## config.mk

```make
export PLATFORM = sky130hd
export DESIGN_NAME = btn_scan_ctrl
export DESIGN_NICKNAME = d
export VERILOG_FILES = /design/src/rtl/btn_scan_ctrl.sv
export SDC_FILE = /design/constraint.sdc
export NUM_CORES = 1
export LEC_CHECK = 0
export BUFFER_PORTS_ARGS = -buffer_cell sky130_fd_sc_hd__clkbuf_2
export CORE_MARGIN = 2
export CORE_UTILIZATION = 51
export DETAILED_ROUTE_END_ITERATION = 8
export PLACE_DENSITY = 0.72
export SYNTH_ARGS = -nofsm -noshare
export SYNTH_HDL_FRONTEND = slang
export SYNTH_SLANG_ARGS = --single-unit
```

## constraint.sdc

```tcl
create_clock -name clk -period 1.85 [get_ports clk]
set_input_delay 0.2775 -clock clk [delete_from_list [all_inputs] [get_ports clk]]
set_output_delay 0.2775 -clock clk [all_outputs]
set_load 0.02 [all_outputs]
```

## src/rtl/btn_scan_ctrl.sv

```systemverilog
// btn_scan_ctrl: debounces NUM_BTN pushbuttons with one shared settle timer.
// A round-robin scheduler grants the timer; committed changes leave as valid/ready events.
module btn_scan_ctrl #(
    parameter int NUM_BTN     = 4,
    parameter int CLK_FREQ_HZ = 50_000_000,
    parameter int DEBOUNCE_US = 10_000,
    parameter int ACTIVE_LOW  = 0,
    localparam int SETTLE_RAW    = (CLK_FREQ_HZ / 1_000_000) * DEBOUNCE_US,
    localparam int SETTLE_CYCLES = (SETTLE_RAW < 2) ? 2 : SETTLE_RAW,
    localparam int CNT_W         = $clog2(SETTLE_CYCLES),
    localparam int IDW           = (NUM_BTN > 2) ? $clog2(NUM_BTN) : 1
) (
    input  logic               clk,
    input  logic               n_rst,
    input  logic [NUM_BTN-1:0] btn_raw,
    output logic [NUM_BTN-1:0] btn_level,
    output logic               evt_valid,
    input  logic               evt_ready,
    output logic [IDW-1:0]     evt_id,
    output logic               evt_press,
    output logic               busy
);

    localparam logic [1:0] ST_IDLE   = 2'd0;
    localparam logic [1:0] ST_SETTLE = 2'd1;
    localparam logic [1:0] ST_EMIT   = 2'd2;

    // Level a released pin rests at; the synchronizer starts there so reset never looks like a press.
    localparam logic [NUM_BTN-1:0] PIN_IDLE = (ACTIVE_LOW != 0) ? {NUM_BTN{1'b1}} : {NUM_BTN{1'b0}};
    localparam logic [CNT_W-1:0]   CNT_LAST = CNT_W'(SETTLE_CYCLES - 1);
    localparam logic [IDW-1:0]     ID_LAST  = IDW'(NUM_BTN - 1);

    logic [NUM_BTN-1:0] sync1_r;
    logic [NUM_BTN-1:0] sync2_r;
    logic [NUM_BTN-1:0] s_s;
    logic [NUM_BTN-1:0] mismatch_s;

    logic [1:0]         state_r;
    logic [IDW-1:0]     ptr_r;
    logic [IDW-1:0]     cur_id_r;
    logic [CNT_W-1:0]   cnt_r;

    logic [1:0]         state_nxt_s;
    logic [IDW-1:0]     ptr_nxt_s;
    logic [IDW-1:0]     cur_id_nxt_s;
    logic [CNT_W-1:0]   cnt_nxt_s;
    logic [NUM_BTN-1:0] level_nxt_s;
    logic               valid_nxt_s;
    logic [IDW-1:0]     id_nxt_s;
    logic               press_nxt_s;

    function automatic logic [IDW-1:0] wrap_inc(input logic [IDW-1:0] id);
        logic [IDW-1:0] nxt;
        nxt = (id == ID_LAST) ? {IDW{1'b0}} : (id + IDW'(1'b1));
        return nxt;
    endfunction

    // First requester at or after start, wrapping; iterating downward lets the nearest one win.
    function automatic logic [IDW-1:0] rr_pick(input logic [NUM_BTN-1:0] req,
                                               input logic [IDW-1:0]     start);
        logic [IDW-1:0] pick;
        logic [IDW-1:0] idx;
        pick = start;
        for (int k = NUM_BTN - 1; k >= 0; k--) begin
            idx  = IDW'((int'(start) + k) % NUM_BTN);
            pick = req[idx] ? idx : pick;
        end
        return pick;
    endfunction

    assign s_s        = sync2_r ^ PIN_IDLE;
    assign mismatch_s = s_s ^ btn_level;

    // Two-flop synchronizer for the asynchronous pins.
    always_ff @(posedge clk or negedge n_rst) begin
        if (!n_rst) begin
            sync1_r <= PIN_IDLE;
            sync2_r <= PIN_IDLE;
        end else begin
            sync1_r <= btn_raw;
            sync2_r <= sync1_r;
        end
    end

    // Scheduler next-state: grant, settle timing and event hand-off.
    always_comb begin
        state_nxt_s  = state_r;
        ptr_nxt_s    = ptr_r;
        cur_id_nxt_s = cur_id_r;
        cnt_nxt_s    = cnt_r;
        level_nxt_s  = btn_level;
        valid_nxt_s  = evt_valid;
        id_nxt_s     = evt_id;
        press_nxt_s  = evt_press;
        case (state_r)
            ST_IDLE: begin
                if (|mismatch_s) begin
                    cur_id_nxt_s = rr_pick(mismatch_s, ptr_r);
                    cnt_nxt_s    = {CNT_W{1'b0}};
                    state_nxt_s  = ST_SETTLE;
                end else begin
                    state_nxt_s  = ST_IDLE;
                end
            end
            ST_SETTLE: begin
                if (s_s[cur_id_r] == btn_level[cur_id_r]) begin
                    ptr_nxt_s   = wrap_inc(cur_id_r);
                    state_nxt_s = ST_IDLE;
                end else if (cnt_r == CNT_LAST) begin
                    level_nxt_s[cur_id_r] = ~btn_level[cur_id_r];
                    id_nxt_s    = cur_id_r;
                    press_nxt_s = ~btn_level[cur_id_r];
                    valid_nxt_s = 1'b1;
                    state_nxt_s = ST_EMIT;
                end else begin
                    cnt_nxt_s   = cnt_r + CNT_W'(1'b1);
                end
            end
            ST_EMIT: begin
                if (evt_valid && evt_ready) begin
                    valid_nxt_s = 1'b0;
                    ptr_nxt_s   = wrap_inc(cur_id_r);
                    state_nxt_s = ST_IDLE;
                end else begin
                    state_nxt_s = ST_EMIT;
                end
            end
            default: begin
                valid_nxt_s = 1'b0;
                state_nxt_s = ST_IDLE;
            end
        endcase
    end

    // Scheduler state and registered outputs.
    always_ff @(posedge clk or negedge n_rst) begin
        if (!n_rst) begin
            state_r   <= ST_IDLE;
            ptr_r     <= {IDW{1'b0}};
            cur_id_r  <= {IDW{1'b0}};
            cnt_r     <= {CNT_W{1'b0}};
            btn_level <= {NUM_BTN{1'b0}};
            evt_valid <= 1'b0;
            evt_id    <= {IDW{1'b0}};
            evt_press <= 1'b0;
            busy      <= 1'b0;
        end else begin
            state_r   <= state_nxt_s;
            ptr_r     <= ptr_nxt_s;
            cur_id_r  <= cur_id_nxt_s;
            cnt_r     <= cnt_nxt_s;
            btn_level <= level_nxt_s;
            evt_valid <= valid_nxt_s;
            evt_id    <= id_nxt_s;
            evt_press <= press_nxt_s;
            busy      <= (state_nxt_s != ST_IDLE);
        end
    end

endmodule
```

==> impl_metrics.sql <==
INSERT INTO impl_metrics (metric_group, metric, value, unit) VALUES
('run_status', 'run_status', 'finished, violations left', ''),
('run_status', 'violations', 'setup timing', ''),
('setup_path', 'setup.worst_path.class', 'reg -> reg', ''),
('sta', 'grt_setup_unrepaired', 'true', ''),
('cts', 'cts_tree', 'built', ''),
('grt', 'largest_net_degree_at_the_start_of_global_routing', '19', ''),
('setup_path', 'max_fanout_on_critical_path', '5', ''),
('cts', 'numCtsBuffers', '5', ''),
('synthesis', 'synth_top_cell_area_share', '49.7', '%'),
('sta', 'relSlewSlack', '70.5', '%'),
('floorplanning', 'rows', '23', ''),
('sta', 'final_max_slew_viol_count', '0', ''),
('routing', 'vias_per_cell', '5.72', ''),
('synthesis', 'ys_top_cells_by_count', 'sky130_fd_sc_hd__dfrtp_1 (42), sky130_fd_sc_hd__o21ai_0 (21), sky130_fd_sc_hd__nor2_1 (17)', ''),
('sta', 'post-route-period-util', '110', '%'),
('placement', 'io_buffer_count', '15', ''),
('layout', 'synthToLayoutAreaGrowth', '37.0', '%'),
('floorplanning', 'die_h', '68.4', 'µm'),
('sta', 'period_minus_slack', '2030', 'ps'),
('pwr', 'totalPowerFinal', '3240', 'µW'),
('routing', 'drt_pass_1_iters', '4', ''),
('grt', 'grt_pass1_vias', '1851', ''),
('synthesis', 'synth_area_per_cell', '10.2', 'µm²'),
('layout', 'antenna-diode-count', '0', ''),
('placement', 'dp_slack', '-223', 'ps'),
('sta', 'report.final.hold_viol_count', '0', ''),
('synthesis', 'synth-async-reset-ratio', '100', '%'),
('grt', 'antenna_violations_before_repair', '0', ''),
('routing', 'routed_wl', '5200', 'µm'),
('setup_path', 'worst_setup_path_start_kind', 'register', ''),
('layout', 'design.final.nets', '289', ''),
('floorplanning', 'design.core.area', '4000', 'µm²'),
('setup_path', 'timing.critical_path.buf_inv', '1', ''),
('setup_path', 'critical_path_cell_by_cell', 'mux4_2, xor2_4, buf_6, o211ai_4, or3_1, a21oi_2', ''),
('synthesis', 'synth_seq_cells', '42', ''),
('grt', 'grt_first_pass_wirelength', '8260', 'µm'),
('routing', 'routed_wire_length_per_instance', '15.9', 'µm'),
('sta', 'fin_worst_skew', '7.55', 'ps'),
('min_path', 'hp-class', 'in -> reg', ''),
('routing', 'dr.first_iter.drc_count', '98', ''),
('cts', 'ctsHtreeMaxLevel', '2', ''),
('synthesis', 'synth_enable_flop_cells', '0', ''),
('synthesis', 'synth_top_area_cell', 'sky130_fd_sc_hd__dfrtp_1', ''),
('floorplanning', 'floorplan.io_pins', '16', ''),
('setup_path', 'critical_path_arrival', '2250', 'ps'),
('synthesis', 'ys.flop_type', 'sky130_fd_sc_hd__dfrtp_1', ''),
('setup_path', 'critical-path-top-delay-family', 'multiplexers', ''),
('routing', 'postRouteAntennaNets', '0', ''),
('routing', 'vias', '1875', ''),
('sta', 'final.setup.worst_slack', '-177', 'ps'),
('sta', 'setup_violations', '21', ''),
('setup_path', 'crit_path_top_delay_cell', 'sky130_fd_sc_hd__mux4_2', ''),
('grt', 'grt_overflow_total', '0', ''),
('synthesis', 'synth.most_common_cell', 'sky130_fd_sc_hd__dfrtp_1', ''),
('layout', 'drive_above_1_share', '37.8', '%'),
('floorplanning', 'die_area', '4680', 'µm²'),
('setup_path', 'cp-end-kind', 'register', ''),
('layout', 'final_core_utilization', '72.4', '%'),
('synthesis', 'ys_seq_area_share', '49.7', '%'),
('setup_path', 'slowest_delay', '580', 'ps'),
('floorplanning', 'initial_core_util', '52.9', '%'),
('cts', 'ctsLongestPathBuffers', '2', ''),
('sta', 'achievable-frequency', '0.493', 'GHz'),
('synthesis', 'post_synth_instance_area', '2110', 'µm²'),
('setup_path', 'cp.depth', '6', ''),
('synthesis', 'syn_nets', '220', ''),
('floorplanning', 'chipWidth', '68.4', 'µm'),
('routing', 'drt_drc_violations_left', '0', ''),
('run', 'max_cap_viol_count', '0', ''),
('grt', 'grt_usage', '24.3', '%'),
('min_path', 'hold_depth', '1', '');
==> metrics by stage <==
step	area [µm²]	hold slack, ps	instances	setup TNS, ps
after global routing	2900	65.7	328	-3670
final	2900	85.8	328	-1920
after global placement	2570	235	310	-801
after floorplan	2150	-18.1	208	-1070
after detailed placement	2570	237	310	-2050
after CTS	2770	78.4	321	-1770
==> sequential cells by signal (all words and copies together), names as in the netlist <==
register	cells
s_s	4
cnt_r	19
busy	1
sync1_r	4
state_r	2
evt_id	2
btn_level	4
cur_id_r	2
ptr_r	2
evt_valid	1
evt_press	1
==> cell families (layout without fill, tap and decap cells) <==
group	after synthesis	after routing	share of synthesized area, %
and+or+nand+nor	80	80	20.4
adders and majority gates	5	5	2.96
buffers and inverters	10	79	2.19
AOI/OAI and AO/OA	51	52	14.3
muxes	5	5	3.91
DFF	42	42	49.7
xor gates and xnor gates	15	15	6.57
==> area by class of cell <==
type	count	area (µm²)	share of cell area [%]
Inverter	5	18.8	0.648
Clock inverter	1	30.0	1.04
Timing Repair Buffer	66	483	16.7
Multi-Input combinational cell	157	1160	40.0
Sequential cell	42	1060	36.5
Tap cell	50	62.6	2.16
Clock buffer	7	86.3	2.98
==> worst register-to-register path, stage by stage, from the launching register on <==
cell and delay [ps]:
sky130_fd_sc_hd__dfrtp_2 400, sky130_fd_sc_hd__mux4_2 580, sky130_fd_sc_hd__xor2_4 250, sky130_fd_sc_hd__buf_6 160, sky130_fd_sc_hd__o211ai_4 100, sky130_fd_sc_hd__or3_1 340
sky130_fd_sc_hd__a21oi_2 120
==> cell usage in the layout (no fill, tap or decap), types with 2 or more instances in the layout <==
cell                       instances
sky130_fd_sc_hd__o21ai_0          13
sky130_fd_sc_hd__and3_1            2
sky130_fd_sc_hd__a31oi_1           4
sky130_fd_sc_hd__buf_4            44
sky130_fd_sc_hd__and2_1            2
sky130_fd_sc_hd__ha_1              4
sky130_fd_sc_hd__o31ai_1           2
sky130_fd_sc_hd__mux4_2            2
sky130_fd_sc_hd__a21oi_1          10
sky130_fd_sc_hd__xor2_1            7
sky130_fd_sc_hd__nor3_1            2
sky130_fd_sc_hd__nand2_1          12
sky130_fd_sc_hd__nand3_2           4
sky130_fd_sc_hd__clkbuf_8          6
sky130_fd_sc_hd__mux2_4            2
sky130_fd_sc_hd__buf_6             6
sky130_fd_sc_hd__nand2b_1          6
sky130_fd_sc_hd__dfrtp_2           4
sky130_fd_sc_hd__inv_1             5
sky130_fd_sc_hd__and4_1            2
sky130_fd_sc_hd__nand3_1           9
sky130_fd_sc_hd__nand4_1           9
sky130_fd_sc_hd__nor2b_1           3
sky130_fd_sc_hd__o211ai_1          2
sky130_fd_sc_hd__nor2_1           15
sky130_fd_sc_hd__a21oi_2           4
sky130_fd_sc_hd__nor4_2            2
sky130_fd_sc_hd__dfrtp_1          38
sky130_fd_sc_hd__or3_1             4
sky130_fd_sc_hd__xnor2_1           6
sky130_fd_sc_hd__o21ai_1           8
sky130_fd_sc_hd__clkbuf_2         15
==> power by group <==
part	switching, µW	internal [µW]	leakage [µW]
Clock	304	440	0.0000585
Combinational	705	650	0.000662
Sequential	117	1020	0.000544
Total	1130	2110	0.00126
==> per-layer routing <==
layer	vias to the layer above	GRT usage (%)	wire length, µm
li1	897	-	-
met1	926	25.4	2030
met2	42	46.6	2880
met3	10	5.92	190
met4	0	8.25	95
met5	-	0	0
==> repair_timing <==
item | 4_1_cts | 5_1_grt
pin swaps | 13 | 4
hold buffers | 1 | 0
gates resized for setup | 14 | 18
cloned | 1 | 0
buffers inserted | 1 | 7
endpoints found under the setup margin | 21 | 31
hold endpoints to repair | 16 | 0
==> worst paths after layout <==
| kind | startpoint | end | slack (ps) |
|---|---|---|---|
| setup / recovery | cur_id_r[0]$_DFFE_PN0N_ | cnt_r[5]$_DFFE_PN0P_ | -180 |
| hold / removal | btn_raw[2] | sync1_r[2]$_DFF_PN0_ | 90 |
| setup reg to reg | cur_id_r[0]$_DFFE_PN0N_ | cnt_r[5]$_DFFE_PN0P_ | -180 |
| hold reg to reg | sync1_r[1]$_DFF_PN0_ | s_s[1]$_DFF_PN0_ | 360 |
| max in group asynchronous | n_rst | cnt_r[4]$_DFFE_PN0P_ | 810 |
| min in group asynchronous | n_rst | evt_valid$_DFFE_PN0P_ | 460 |
(Power assumes the default switching activity.)
